**src/rtl/bloco_operativo.sv**
```systemverilog
// Datapath for a small multi-step ALU operation: X/Hreg/Sreg operands, mux-selected ALU,
// sticky overflow, saturating step count and a saida capture on the rising edge of pronto.
module bloco_operativo #(
  parameter int WIDTH = 8
) (
  input  logic             clk,
  input  logic             rst,
  input  logic [WIDTH-1:0] entrada,
  input  logic [1:0]       M0,
  input  logic [1:0]       M1,
  input  logic [1:0]       M2,
  input  logic             LX,
  input  logic             LH,
  input  logic             LS,
  input  logic             H,
  input  logic             pronto,
  output logic [WIDTH-1:0] saida,
  output logic             valido,
  output logic             ovf,
  output logic [3:0]       passos
);

  logic [WIDTH-1:0]   x_q, x_d;
  logic [WIDTH-1:0]   h_q, h_d;
  logic [WIDTH-1:0]   s_q, s_d;
  logic [WIDTH-1:0]   saida_q, saida_d;
  logic               valido_q, valido_d;
  logic               ovf_q, ovf_d;
  logic [3:0]         passos_q, passos_d;
  logic               pronto_q;

  logic [WIDTH-1:0]   op_a, op_b, alu;
  logic [WIDTH:0]     sum;
  logic [2*WIDTH-1:0] prod;
  logic               alu_ovf;
  logic               load_ovf;
  logic               pronto_rise;

  always_comb begin
    op_a = '0;
    case (M0)
      2'd0:    op_a = x_q;
      2'd1:    op_a = h_q;
      2'd2:    op_a = s_q;
      default: op_a = '0;
    endcase

    op_b = '0;
    case (M1)
      2'd0:    op_b = {{(WIDTH-1){1'b0}}, 1'b1};
      2'd1:    op_b = x_q;
      2'd2:    op_b = s_q;
      default: op_b = h_q;
    endcase

    sum  = {1'b0, op_a} + {1'b0, op_b};
    prod = {{WIDTH{1'b0}}, op_a} * {{WIDTH{1'b0}}, op_b};

    alu     = op_a;
    alu_ovf = 1'b0;
    case (M2)
      2'd0: begin
        alu     = sum[WIDTH-1:0];
        alu_ovf = sum[WIDTH];
      end
      2'd1: begin
        alu     = op_a - op_b;
        alu_ovf = (op_a < op_b);
      end
      2'd2: begin
        alu     = prod[WIDTH-1:0];
        alu_ovf = |prod[2*WIDTH-1:WIDTH];
      end
      default: begin
        alu     = op_a;
        alu_ovf = 1'b0;
      end
    endcase
  end

  // The Hreg bypass path (H=0) never touches the ALU result, so it cannot flag overflow.
  assign load_ovf    = (LS | (LH & H)) & alu_ovf;
  assign pronto_rise = pronto & ~pronto_q;

  always_comb begin
    x_d      = LX ? entrada : x_q;
    h_d      = LH ? (H ? alu : op_a) : h_q;
    s_d      = LS ? alu : s_q;
    saida_d  = pronto_rise ? s_q : saida_q;
    valido_d = LX ? 1'b0 : (pronto_rise | valido_q);
    ovf_d    = LX ? load_ovf : (ovf_q | load_ovf);
    passos_d = passos_q;
    if (LX) begin
      passos_d = 4'd1;
    end else if ((LH | LS) && (passos_q != 4'd15)) begin
      passos_d = passos_q + 4'd1;
    end
  end

  always_ff @(posedge clk or negedge rst) begin
    if (!rst) begin
      x_q      <= '0;
      h_q      <= '0;
      s_q      <= '0;
      saida_q  <= '0;
      valido_q <= 1'b0;
      ovf_q    <= 1'b0;
      passos_q <= 4'd0;
      pronto_q <= 1'b0;
    end else begin
      x_q      <= x_d;
      h_q      <= h_d;
      s_q      <= s_d;
      saida_q  <= saida_d;
      valido_q <= valido_d;
      ovf_q    <= ovf_d;
      passos_q <= passos_d;
      pronto_q <= pronto;
    end
  end

  assign saida  = saida_q;
  assign valido = valido_q;
  assign ovf    = ovf_q;
  assign passos = passos_q;

endmodule

```
**config.mk**
```make
export PLATFORM = sky130hd
export DESIGN_NAME = bloco_operativo
export DESIGN_NICKNAME = d
export VERILOG_FILES = /design/src/rtl/bloco_operativo.sv
export SDC_FILE = /design/constraint.sdc
export NUM_CORES = 1
export LEC_CHECK = 0
export CORE_MARGIN = 3
export CORE_UTILIZATION = 41
export CTS_CLUSTER_DIAMETER = 100
export DETAILED_ROUTE_END_ITERATION = 8
export GPL_TIMING_DRIVEN = 0
export PLACE_DENSITY = 0.69
export SLEW_MARGIN = 15
export SYNTH_ARGS = -nofsm -noshare
export SYNTH_HDL_FRONTEND = slang
export SYNTH_SLANG_ARGS = --single-unit
```
**constraint.sdc**
```tcl
create_clock -name clk -period 15.9 [get_ports clk]
set_clock_uncertainty 0.1 [all_clocks]
set_input_delay 1.59 -clock clk [delete_from_list [all_inputs] [get_ports clk]]
set_output_delay 1.59 -clock clk [all_outputs]
set_load 0.01 [all_outputs]
```
Yosys cells after proc, flatten, opt, wreduce, memory -nomap -nowiden

Cells that the tools add are included.

Flip-flop bits (word level): 39
Bits in latches: 0
RAM bits: 0
Memory bits (read-only): 0
Input bits: 21
Output and inout bits: 14
Logic and storage cells: 43
Memories: 0

Add/subtract/negate cells: 3
$mul: 1
Div/mod/pow operators: 0
Magnitude comparators: 1
Equal/unequal tests: 7
Shift-type cells: 0
Muxes and demuxes: 9
Bitwise logic cells: 8
Reduce and logical (&&, ||, !) cells: 6

Operators with widths:

| kind                  | count |
|---|---|
| $pmux W8 S3           | 3 |
| $mul A8 B8 Y16        | 1 |
| $add A8 B8 Y9         | 1 |
| $lt A8 B8 Y1          | 1 |
| $mux W4               | 2 |
| $mux W8               | 1 |
| $reduce_or A8 Y1      | 1 |
| $sub A8 B8 Y8         | 1 |
| $eq A2 B1 Y1 const B  | 3 |
| $eq A2 B2 Y1 const B  | 3 |
| $logic_not A2 Y1      | 3 |
| $add A4 B1 Y4 const B | 1 |
| $ne A4 B4 Y1 const B  | 1 |
| $or A1 B1 Y1          | 4 |
| $and A1 B1 Y1         | 3 |
| $pmux W1 S3           | 1 |
| $mux W1               | 2 |
| $reduce_bool A2 Y1    | 1 |
| $logic_and A1 B1 Y1   | 1 |
| $not A1 Y1            | 1 |

Longest topological paths before layout

Gate-level depths: netlist of run 1.

Word-level depth: 8
Gate-level depth with buffers: 24
Gate-level depth less buffers: 22

Worst setup path before layout of run 1

OpenSTA, ideal clock, no wires.

Kind: input port to flip-flop
From: input M1[0]
To: register ovf_q, in the netlist ovf
Arrival: 6.410 ns
Required time: 15.674 ns
Setup slack: 9.264 ns
Cell stages on the path: 19
Path through: clkbuf_1 > mux2_2 > a22o_1 > ha_1 > fa_1 > inv_1 > fa_1 > fa_1 > fa_1 > inv_1 > ha_1 > nand2b_1 > a21oi_1 > nor2_1 > o2111ai_1 > a2111oi_0 > and3_1 > nand4_1 > a221o_1

Cells in the longest elaborated chain, start to end: 8
Elaborated cells between the ends (all ways): 12
Classes of those cells: add/sub: 1; mul: 1; order compare: 1; eq/ne: 2; mux: 3; bitwise: 2; reduce/logical: 2

Ends and longest elaborated chain:

| what                                       | RTL line | source |
|---|---|---|
| start: declaration                         | 10       | `input logic [1:0] M1,` |
| $eq A2 B2 Y1, or another cell as far along | 49       | `case (M1)` |
| $pmux W8 S3 (*)                            | 49       |  |
| $mul A8 B8 Y16                             | 57       | `prod = {{WIDTH{1'b0}}, op_a} * {{WIDTH{1'b0}}, op_b};` |
| $reduce_or A8 Y1                           | 72       | `alu_ovf = \|prod[2*WIDTH-1:WIDTH];` |
| $pmux W1 S3 (*)                            | 61       | `case (M2)` |
| $and A1 B1 Y1 (*)                          | 82       | `assign load_ovf = (LS \| (LH & H)) & alu_ovf;` |
| $or A1 B1 Y1                               | 91       | `ovf_d = LX ? load_ovf : (ovf_q \| load_ovf);` |
| $mux W1 (*)                                | 91       |  |
| net ovf_d                                  | 28       | `logic ovf_q, ovf_d;` |
| end signal: assignment                     | 116      | `ovf_q <= ovf_d;` |
| end: declaration                           | 28       |  |

The timed path passes the listed nets; every way through them passes the cells marked *.
A chain may end at the register's enable or synchronous reset.

Final worst setup path of run 1

Ends and elaborated chain as after synthesis.

==> results.env, run 1 <==
RUN_STATUS='finished clean'
SYN_AVG_CELL_AREA_UM2=8.44
SYNTH_SEQ_CELLS=39
EFFECTIVE_UTILIZATION_AT_FLOORPLAN_PCT=42.2
CRITICAL_PATH.ENDPOINT_TYPE='flip-flop'
TRITONCTS='done'
AREA_GROWTH_PCT=13.3
POST-PLACE-CELLS=746
DRC=0
LAYOUT_MIN_CYCLE_TIME_NS=7.55
HOLD_CLASS='reg2reg'
TIMING.FINAL.HOLD_VIOLATIONS=0
TIMING_MAX_TRANSITION_VIOLATIONS_FINAL=0
CTS.SINKS=39
WORST_SLEW_SLACK_AS_A_FRACTION_OF_ITS_LIMIT_PCT=48.6
CTS.ROOT.BUFFER_CELL='sky130_fd_sc_hd__clkbuf_16'
GRT_RESIDUAL_OVERFLOW=0
PLACE.PORT_BUFFERS=27
CRITICAL_PATH_ARRIVAL_NS=7.62
POWER_REPORT.INTERNAL_TOTAL_uW=438
CLOCK_TREE.HTREE_LEVEL_COUNT=2
CLKTRANSATPATHREGS_NS=0.06
MAPPEDNETLISTNETS=687
PLACEMENT_ROWS=39
WORST-ENDPOINT-REQUIRED_NS=15.97
SEQ_AREA_FRAC_SYNTH_PCT=20.1
SWITCHING_SHARE_PCT=47.1
DP.FINAL_HPWL_MM=10.1
CORE_AREA_UM2=11500
CTS_HOLD_REPAIR_BUFFERS=0
SYNTH_ENABLE_FLOP_CELLS=0
WORST_SLEW_PIN_SLEW_NS=0.771
SHARE_SEQ_OF_TOTAL_POWER_PCT=17.7
TIMING.SETUP.CRITICAL_PATH_CLASS='in2reg'
FIRSTDRTPASSITERS=5
POSTSYNTH.ASYNCRESETSHARE_PCT=100
DIE_AREA_UM2=13200
MOST-COMMON-LAYOUT-CELLS='sky130_fd_sc_hd__inv_1 (98), sky130_fd_sc_hd__nand2_1 (59), sky130_fd_sc_hd__nor2_1 (58)'
GP_CONGESTION=0.921
FMAX_MHz=132
DRT-INITIAL-DRC-COUNT=286
FINAL_NET_COUNT=722
INSERTEDDIODECOUNT=0
DIE_W_UM=115
POWER_LEAKAGE_uW=0.00263
ANTENNA_FOUND_INITIAL=0
LAYOUTNONFILLERINSTCOUNT=754
SYNTHESIS.AREA_UM2=4850
PEAKVDDDROP_mV=0.0737
GRT_FIRST_PASS_WIRELENGTH_MM=20.0
DESIGN.PORTCOUNT=35
YOSYSUNIQUECELLTYPES=55
GRT_PASS1_VIAS=4051
SETUP_VIOL=0
POWER_PER_CELL_AREA_nW_PER_UM2=150
HOLD_SLACK_NS=0.391
CTS_MADE_BUFFERS=5
HOLD-PATH-CELL-COUNT=2
FRACTION_OF_LAYOUT_CELLS_WITH_A_SIZE_SUFFIX_ABOVE_1_PCT=7.04
CLK_LATENCY_NS=0.28
HEIGHT_OF_THE_CHIP_UM=115
FIN_UTIL_PCT=47.8
SYNTHCELLS=575
LAYOUT.CELLS.MOST_COMMON='sky130_fd_sc_hd__inv_1'
DETAIL_ROUTE.VIAS_PER_CELL=5.54
CLKPWRFRAC_PCT=14.0
CRITPATHMAXFANOUT=10
GRT_MAX_DEGREE=24
PWR-SHARE-COMB_PCT=68.3
WORST-R2R-CELL-COUNT=18
SYNTH.YOSYS.WARNINGS=0
AVGROUTEDWIREPERCELL_UM=16.1
CLK_PATH_BUF_DEPTH=2
VIAS=4180
POSTCTSSETUPREPAIRBUFS=0
SETUP_TOTAL_NEGATIVE_SLACK_NS=0
GRT_USAGE_PCT=18.9
POWER.SWITCHING_uW=390
NUM-FILL-CELLS=1140
FINAL_MIN_PERIOD_OVER_CLOCK_PERIOD_PCT=47.5
SYNTHFLOPTYPE='sky130_fd_sc_hd__dfrtp_1'
NUMBER_OF_MAXIMUM_CAPACITANCE_VIOLATIONS=0
RSZ0062_AT_GRT='false'
WL_MM=12.2
QUANTITY_OF_GATES_RESIZED_FOLLOWING_CTS=0
SETUP.WORST_PATH.START_CLASS='input port'
ANT_NETS=0
[power groups by stage]
stage                     clock network [µW]  logic, µW  registers, µW
final                                    116        565            146
after global routing                     124        636            150
after CTS                                118        567            146
after detailed placement                   0        562            147
after global placement                     0        544            146
after floorplan                            0        412            147
[registers in the layout, summed over array words and instances, names as in the netlist]
register / count
passos: 4
ovf: 1
pronto_q: 1
saida: 8
x_q: 8
s_q: 8
h_q: 8
valido: 1
[cells in the mapped netlist, drive strengths merged (8+ instances only)]
library cell,number,area [µm²]
mux2i,13,130
buf,8,61.3
nor2,58,218
mux2,20,229
xnor2,9,78.8
inv,98,368
a21oi,33,165
fa,37,741
o21ai,32,160
dfrtp,39,976
nand2,59,221
clkbuf,14,52.6
ha,54,676
[logic make-up after synthesis]
| family | count (synthesis) | synth area share (%) |
|---|---|---|
| and+or+nand+nor | 153 | 13.6 |
| AOI/OAI and AO/OA | 123 | 16.6 |
| buffers and inverters | 120 | 9.92 |
| adders and majority gates | 91 | 29.2 |
| DFF | 39 | 20.1 |
| muxes | 34 | 7.86 |
| xor gates and xnor gates | 15 | 2.71 |
[worst paths after layout]
| check | to | slack [ns] | start |
|---|---|---|---|
| worst max-delay path | ovf | 8.35 | M1[0] |
| worst min-delay path | saida[6] | 0.39 | saida[6] |
| worst max register to register | ovf | 9.80 | h_q[4] |
| worst min register to register | saida[6] | 0.39 | saida[6] |
| max in group asynchronous | s_q[6] | 14.09 | rst |
| min in group asynchronous | pronto_q | 1.15 | rst |
[worst max-delay path, stage by stage]
cell	delay [ns]
sky130_fd_sc_hd__clkdlybuf4s50_1	0.50
sky130_fd_sc_hd__clkbuf_1	0.42
sky130_fd_sc_hd__mux2_2	0.39
sky130_fd_sc_hd__a22o_1	0.30
sky130_fd_sc_hd__ha_1	0.32
sky130_fd_sc_hd__fa_1	0.56
sky130_fd_sc_hd__inv_1	0.05
sky130_fd_sc_hd__fa_1	0.48
sky130_fd_sc_hd__fa_1	0.52
sky130_fd_sc_hd__fa_1	0.54
sky130_fd_sc_hd__inv_1	0.04
sky130_fd_sc_hd__ha_1	0.25
sky130_fd_sc_hd__nor2_1	0.16
sky130_fd_sc_hd__a21boi_0	0.26
sky130_fd_sc_hd__o21ai_0	0.21
sky130_fd_sc_hd__a221oi_1	0.35
sky130_fd_sc_hd__xnor2_1	0.16
sky130_fd_sc_hd__nand4_1	0.15
sky130_fd_sc_hd__a221o_1	0.35
[layer usage]
metal	track usage (%)	up-vias	wire (µm)
met2	31.4	107	5880
met3	2.63	12	594
li1	-	1980	-
met5	0	-	0
met4	3.83	0	165
met1	26.6	2081	5520
[area by class of cell]
class / count / area [µm²] / share of cell area [%]
plain buffers: 22 / 114 / 2.07
clock buffers: 6 / 139 / 2.53
clock inverters: 2 / 35.0 / 0.637
inverters: 98 / 368 / 6.69
multi-input cells: 416 / 3400 / 61.8
flip-flops and latches: 39 / 976 / 17.7
well taps: 143 / 179 / 3.25
repair buffers: 28 / 293 / 5.32
[through the flow]
step	worst slack [ns]	total power [µW]	cell area, µm²
after CTS	8.36	830	5500
after global routing	8.05	911	5500
after global placement	8.22	690	5300
after floorplan	9.26	559	4850
after detailed placement	8.08	710	5330
final	8.35	828	5500
(Power assumes the default switching activity.)
==> run 2, diff against run 1 <==
--- a/config.mk
+++ b/config.mk
@@ -10,7 +10,7 @@
 export CTS_CLUSTER_DIAMETER = 100
 export DETAILED_ROUTE_END_ITERATION = 8
 export GPL_TIMING_DRIVEN = 0
-export PLACE_DENSITY = 0.69
+export PLACE_DENSITY = 0.71
 export SLEW_MARGIN = 15
 export SYNTH_ARGS = -nofsm -noshare
 export SYNTH_HDL_FRONTEND = slang
==> constraint.sdc (replaced) <==
create_clock -name clk -period 6.7 [get_ports clk]
set_clock_uncertainty 0.1 [all_clocks]
set_input_delay 0.67 -clock clk [delete_from_list [all_inputs] [get_ports clk]]
set_output_delay 0.67 -clock clk [all_outputs]
set_load 0.01 [all_outputs]
==> results.env, run 2 (same netlist as run 1, synthesis figures left out) <==
RUN_STATUS='finished clean'
FRACTION_OF_LAYOUT_CELLS_WITH_A_SIZE_SUFFIX_ABOVE_1_PCT=7.53  # +0.49 points
NUMBER_OF_MAXIMUM_CAPACITANCE_VIOLATIONS=0  # unchanged
POWER_LEAKAGE_uW=0.00263  # about the same
POSTCTSSETUPREPAIRBUFS=0  # unchanged
EFFECTIVE_UTILIZATION_AT_FLOORPLAN_PCT=42.2  # unchanged
TRITONCTS='done'
ANTENNA_FOUND_INITIAL=0  # unchanged
TIMING.SETUP.CRITICAL_PATH_CLASS='in2reg'
GRT_FIRST_PASS_WIRELENGTH_MM=20.4  # +1.9%
GP_CONGESTION=0.935  # +1.5%
DRC=0  # unchanged
DP.FINAL_HPWL_MM=9.86  # -2.1%
PEAKVDDDROP_mV=0.172  # +130%
AREA_GROWTH_PCT=13.4  # about the same
CRIT_SLOWEST_CELL='sky130_fd_sc_hd__fa_1'
SETUP.WORST_PATH.START_CLASS='input port'
CTS_HOLD_REPAIR_BUFFERS=0  # unchanged
PLACE.PORT_BUFFERS=27  # unchanged
WORST_SLEW_SLACK_AS_A_FRACTION_OF_ITS_LIMIT_PCT=47.9  # -0.74 points
POWER_PER_CELL_AREA_nW_PER_UM2=358  # +140%
TIMING_MAX_TRANSITION_VIOLATIONS_FINAL=0  # unchanged
GRT_PASS1_VIAS=4155  # +2.6%
CRITPATHMAXFANOUT=10  # unchanged
POSTPLACECELLAREA_UM2=5320  # -0.14%
DESIGN.PORTCOUNT=35  # unchanged
FMAX_MHz=157
DETAIL_ROUTE.VIAS_PER_CELL=5.45  # -1.8%
FINALPOWER_uW=1970  # +140%
CLKTRANSATPATHREGS_NS=0.06  # about the same
MOST-COMMON-LAYOUT-CELLS='sky130_fd_sc_hd__inv_1 (98), sky130_fd_sc_hd__nand2_1 (59), sky130_fd_sc_hd__nor2_1 (58)'
DESIGN_AREA_UM2=5510  # about the same
FIRSTDRTPASSITERS=4  # -1
SETUP_VIOL=0  # unchanged
ANT_NETS=0  # unchanged
TIMING.RR.START='x_q[1]'
HEIGHT_OF_THE_CHIP_UM=115  # unchanged
WORST_SLEW_PIN_SLEW_NS=0.782  # +0.0111 ns
CRITICAL-PATH-MAX-STAGE-DELAY_NS=0.55  # about the same
TIMING.FINAL.HOLD_VIOLATIONS=0  # unchanged
GRT_USAGE_PCT=19.1  # +0.17 points
FINAL_NET_COUNT=722  # unchanged
WL_MM=12.0  # -0.93%
GRT_MAX_DEGREE=27  # +13%
CLOCK_TREE.HTREE_LEVEL_COUNT=2  # unchanged
INSERTEDDIODECOUNT=0  # unchanged
CRITICAL_PATH.ENDPOINT_TYPE='flip-flop'
CLK_LATENCY_NS=0.28  # about the same
RR_ENDPOINT='ovf'
CTS_MADE_BUFFERS=5  # unchanged
LAYOUT_MIN_CYCLE_TIME_NS=6.37
DIE_AREA_UM2=13200  # unchanged
AVGROUTEDWIREPERCELL_UM=16.0  # -0.93%
CORE_AREA_UM2=11500  # unchanged
CP_CELL_SEQUENCE='clkdlybuf4s50_1 -> clkbuf_4 -> mux2_2 -> a22o_1 -> ha_1 -> fa_1 -> inv_1 -> fa_1 -> fa_1 -> fa_1 -> inv_1 -> ha_1 -> nand2b_1 -> a21oi_1 -> nor2_1 -> o2111ai_1 -> a2111oi_1 -> and3_1 -> nand4_1 -> a221o_1'
GRT_RESIDUAL_OVERFLOW=0  # unchanged
RSZ0062_AT_GRT='false'
HOLD_CLASS='in2async'
FIN_UTIL_PCT=47.8  # about the same
DIE_W_UM=115  # unchanged
LAYOUT.CELLS.MOST_COMMON='sky130_fd_sc_hd__inv_1'
CRIT_PATH_FREQUENT_CELL='sky130_fd_sc_hd__fa_1'
WORST-ENDPOINT-REQUIRED_NS=6.76  # -9.21 ns
PLACEMENT_ROWS=39  # unchanged
VIAS=4106  # -1.8%
WORST-R2R-CELL-COUNT=20  # +2
LAYOUTNONFILLERINSTCOUNT=754  # unchanged
DRT-INITIAL-DRC-COUNT=253  # -12%
TIMING.REG2REG.SETUP_SLACK_NS=0.90  # -8.90 ns
FINAL_MIN_PERIOD_OVER_CLOCK_PERIOD_PCT=95.1
CLK_PATH_BUF_DEPTH=2  # unchanged
CTS.SINKS=39  # unchanged
CRITICAL_PATH_ARRIVAL_NS=6.43  # -1.19 ns
POST-PLACE-CELLS=746  # unchanged
CTS.ROOT.BUFFER_CELL='sky130_fd_sc_hd__clkbuf_16'
-- run 2: final cells by class --
class / count / area, µm²
repair buffers: 28 / 285
flip-flops and latches: 39 / 976
well taps: 143 / 179
multi-input cells: 416 / 3410
fillers: 1120 / 6010
inverters: 98 / 368
clock inverters: 3 / 43.8
clock buffers: 5 / 125
plain buffers: 22 / 118
-- run 2: critical path, delay by kind of cell --
| kind | cells | cell delay (ns) |
|---|---|---|
| muxes | 1 | 0.35 |
| buffers and inverters | 4 | 0.83 |
| and+or+nand+nor | 4 | 0.64 |
| AOI/OAI and AO/OA | 5 | 1.15 |
| adders and majority gates | 6 | 2.80 |
-- run 2: stage by stage --
stage | hold WS [ns] | TNS (ns) | worst slack, ns
5_1_grt | 0.208 | 0 | 0.00874
3_5_place_dp | 0.375 | -0.157 | -0.157
3_3_place_gp | 0.370 | -0.0643 | -0.0643
6_report | 0.188 | 0 | 0.331
2_1_floorplan | 0.274 | 0 | 0.984
4_1_cts | 0.201 | 0 | 0.0969
-- run 2: worst max-delay path by stage --
stage / cells past startpoint / start / slack, ns / end
after floorplan: 19 / M1[0] / 0.98 / ovf
after global placement: 20 / M1[0] / -0.06 / ovf
after detailed placement: 19 / M1[0] / -0.16 / ovf
after CTS: 20 / M1[0] / 0.1 / ovf
after global routing: 19 / M1[0] / 0.009 / ovf
final: 20 / M1[0] / 0.33 / ovf
-- run 2: power by group --
part | internal (µW) | switching (µW)
sequential | 298 | 47.1
combinational | 560 | 791
clock | 176 | 97.0
total | 1030 | 935
-- run 2: layer usage --
metal	routed length, µm	share of wire [%]	track usage (%)
met3	516	4.3	2.26
met1	5720	47	27.9
met2	5650	47	31.0
met4	167	1.4	3.36
met5	0	0	0
-- run 2: timing repair --
item,CTS,global route
resized for setup,0,7
endpoints found under the setup margin,0,1
endpoints found under the hold margin,0,0
==> run 3, diff against run 2 <==
--- a/config.mk
+++ b/config.mk
@@ -11,7 +11,9 @@
 export DETAILED_ROUTE_END_ITERATION = 8
 export GPL_TIMING_DRIVEN = 0
 export PLACE_DENSITY = 0.71
+export RECOVER_POWER = 50
 export SLEW_MARGIN = 15
 export SYNTH_ARGS = -nofsm -noshare
 export SYNTH_HDL_FRONTEND = slang
 export SYNTH_SLANG_ARGS = --single-unit
+export TNS_END_PERCENT = 50
==> results.env, run 3 (same netlist as run 1, synthesis figures left out) <==
WORST_SLEW_PIN_SLEW_NS=1.46  # +0.680 ns
TIMING.RR.START='x_q[1]'
TIMING.FINAL.HOLD_VIOLATIONS=0  # unchanged
FRACTION_OF_LAYOUT_CELLS_WITH_A_SIZE_SUFFIX_ABOVE_1_PCT=7.20  # -0.33 points
CTS_MADE_BUFFERS=5  # unchanged
SEQCELLAREA_UM2=976  # unchanged
POWER_LEAKAGE_uW=0.00262  # -0.40%
EFFECTIVE_UTILIZATION_AT_FLOORPLAN_PCT=42.2  # unchanged
CLKPWRFRAC_PCT=13.8  # about the same
HEIGHT_OF_THE_CHIP_UM=115  # unchanged
ANTENNA_FOUND_INITIAL=0  # unchanged
CRITICAL_PATH_ARRIVAL_NS=6.43  # about the same
HOLD_CLASS='in2async'
WL_MM=12.0  # about the same
RSZ0062_AT_GRT='false'
RUN_STATUS='finished clean'
GP_CONGESTION=0.935  # unchanged
CLK_PATH_BUF_DEPTH=2  # unchanged
GRT_RESIDUAL_OVERFLOW=0  # unchanged
DESIGN.PORTCOUNT=35  # unchanged
MULTI_INPUT_AREA_UM2=3410  # unchanged
PLACE.PORT_BUFFERS=27  # unchanged
SHARE_SEQ_OF_TOTAL_POWER_PCT=17.6  # about the same
NUM-FILL-CELLS=1123  # +0.27%
SWITCHING_SHARE_PCT=47.5  # about the same
CTS.SINKS=39  # unchanged
WORST-ENDPOINT-REQUIRED_NS=6.76  # about the same
DRC=0  # unchanged
FIN_UTIL_PCT=47.7  # -0.15 points
POWER.SWITCHING_uW=935  # about the same
DETAIL_ROUTE.VIAS_PER_CELL=5.45  # about the same
TIMING.SETUP.CRITICAL_PATH_CLASS='in2reg'
LAYOUT.CELLS.MOST_COMMON='sky130_fd_sc_hd__inv_1'
POSTPLACECELLAREA_UM2=5320  # unchanged
CLKTRANSATPATHREGS_NS=0.06  # about the same
WORST_SLEW_SLACK_AS_A_FRACTION_OF_ITS_LIMIT_PCT=2.49  # -45 points
NUMBER_OF_MAXIMUM_CAPACITANCE_VIOLATIONS=0  # unchanged
AREA_GROWTH_PCT=13.0
SETUP.WORST_PATH.START_CLASS='input port'
PLACEMENT_ROWS=39  # unchanged
FINAL_MIN_PERIOD_OVER_CLOCK_PERIOD_PCT=95.1  # about the same
DRT-INITIAL-DRC-COUNT=253  # unchanged
ANT_NETS=0  # unchanged
DESIGN_AREA_UM2=5490  # -0.32%
CTS.ROOT.BUFFER_CELL='sky130_fd_sc_hd__clkbuf_16'
VIAS=4108  # +0.049%
LAYOUT_MIN_CYCLE_TIME_NS=6.37  # +0.000689 ns
WORST-R2R-CELL-COUNT=20  # unchanged
POWER_REPORT.INTERNAL_TOTAL_uW=1030  # -0.14%
FMAX_MHz=157  # about the same
DIE_W_UM=115  # unchanged
POWER_PER_CELL_AREA_nW_PER_UM2=359  # +0.22%
CRITPATHMAXFANOUT=10  # unchanged
TRITONCTS='done'
GRT_USAGE_PCT=19.1  # unchanged
SETUP_VIOL=0  # unchanged
GRT_MAX_DEGREE=27  # unchanged
TIMING_MAX_TRANSITION_VIOLATIONS_FINAL=0  # unchanged
CLOCK_TREE.HTREE_LEVEL_COUNT=2  # unchanged
CLK_LATENCY_NS=0.28  # about the same
WORST_SETUP_PATH_STARTPOINT='M1[0]'
TIMING.REG2REG.SETUP_SLACK_NS=0.90  # about the same
MOST-COMMON-LAYOUT-CELLS='sky130_fd_sc_hd__inv_1 (98), sky130_fd_sc_hd__nand2_1 (59), sky130_fd_sc_hd__nor2_1 (58)'
PWR-SHARE-COMB_PCT=68.6  # about the same
FINAL_NET_COUNT=722  # unchanged
SETUP_TOTAL_NEGATIVE_SLACK_NS=0  # unchanged
CRITICAL_PATH.ENDPOINT='ovf'
CORE_AREA_UM2=11500  # unchanged
AVGROUTEDWIREPERCELL_UM=16.0  # about the same
CRITICAL_PATH.ENDPOINT_TYPE='flip-flop'
FIRSTDRTPASSITERS=4  # unchanged
PEAKVDDDROP_mV=0.172  # about the same
GRT_PASS1_VIAS=4155  # unchanged
GRT_FIRST_PASS_WIRELENGTH_MM=20.4  # unchanged
INSERTEDDIODECOUNT=0  # unchanged
RR_ENDPOINT='ovf'
DP.FINAL_HPWL_MM=9.86  # unchanged
DIE_AREA_UM2=13200  # unchanged
run 3: cell types whose count changed in the layout (fill, tap and decap cells not counted):
| cell | delta |
|---|---|
| sky130_fd_sc_hd__clkbuf_1 | +2 |
| sky130_fd_sc_hd__buf_12 | -1 |
| sky130_fd_sc_hd__clkdlybuf4s50_1 | -2 |
| sky130_fd_sc_hd__dlygate4sd3_1 | +2 |
| sky130_fd_sc_hd__buf_2 | -1 |
run 3: worst min-delay path by stage:
stage / endpoint / slack, ns / cells after the start / startpoint
2_1_floorplan: h_q[0] / 0.27 / 0 / rst
3_3_place_gp: saida[7] / 0.37 / 2 / saida[7]
3_5_place_dp: saida[5] / 0.37 / 2 / saida[5]
4_1_cts: pronto_q / 0.20 / 1 / rst
5_1_grt: saida[1] / 0.39 / 1 / rst
6_report: pronto_q / 0.33 / 1 / rst
run 3: metal layers:
layer / wire length (µm) / global-route usage, % / vias to the layer above
li1: - / - / 1975
met1: 5720 / 27.9 / 2005
met2: 5630 / 31.0 / 116
met3: 519 / 2.26 / 12
met4: 167 / 3.36 / 0
met5: 0 / 0 / -
run 3: repair_timing:
| item | CTS | global route |
|---|---|---|
| hold buffers | 0 | 0 |
| setup buffers | 0 | 0 |
| gates resized for setup | 0 | 7 |
| endpoints found under the setup margin | 0 | 1 |
run 3: cell type report:
cell class              count  share of cell area (%)
clock inverters             3                   0.798
inverters                  98                    6.70
clock buffers               5                    2.28
well taps                 143                    3.26
flip-flops and latches     39                    17.8
repair buffers             28                    4.88
plain buffers              22                    2.14
multi-input cells         416                    62.2
run 3: metrics by stage:
stage	hold WS, ns	std cells	power (µW)	setup slack, ns
global placement	0.370	745	1630	-0.0643
CTS	0.201	754	1960	0.0969
floorplan	0.274	575	1330	0.984
global route	0.392	754	2170	0.00874
detailed placement	0.375	746	1680	-0.157
finish	0.331	754	1970	0.330
run 3: power by group through the flow:
stage,registers [µW],logic (µW),clock network [µW]
after detailed placement,348,1330,0
final,345,1350,272
after CTS,345,1340,277
after global routing,355,1530,284
after global placement,345,1290,0
after floorplan,348,978,0
run 3: worst max-delay path, stage by stage:
cell                              delay, ns
sky130_fd_sc_hd__clkdlybuf4s50_1       0.51
sky130_fd_sc_hd__clkbuf_4              0.23
sky130_fd_sc_hd__mux2_2                0.35
sky130_fd_sc_hd__a22o_1                0.30
sky130_fd_sc_hd__ha_1                  0.34
sky130_fd_sc_hd__fa_1                  0.55
sky130_fd_sc_hd__inv_1                 0.05
sky130_fd_sc_hd__fa_1                  0.47
sky130_fd_sc_hd__fa_1                  0.52
sky130_fd_sc_hd__fa_1                  0.55
sky130_fd_sc_hd__inv_1                 0.04
sky130_fd_sc_hd__ha_1                  0.37
sky130_fd_sc_hd__nand2b_1              0.14
sky130_fd_sc_hd__a21oi_1               0.07
sky130_fd_sc_hd__nor2_1                0.11
sky130_fd_sc_hd__o2111ai_1             0.11
sky130_fd_sc_hd__a2111oi_1             0.31
sky130_fd_sc_hd__and3_1                0.23
sky130_fd_sc_hd__nand4_1               0.16
sky130_fd_sc_hd__a221o_1               0.36
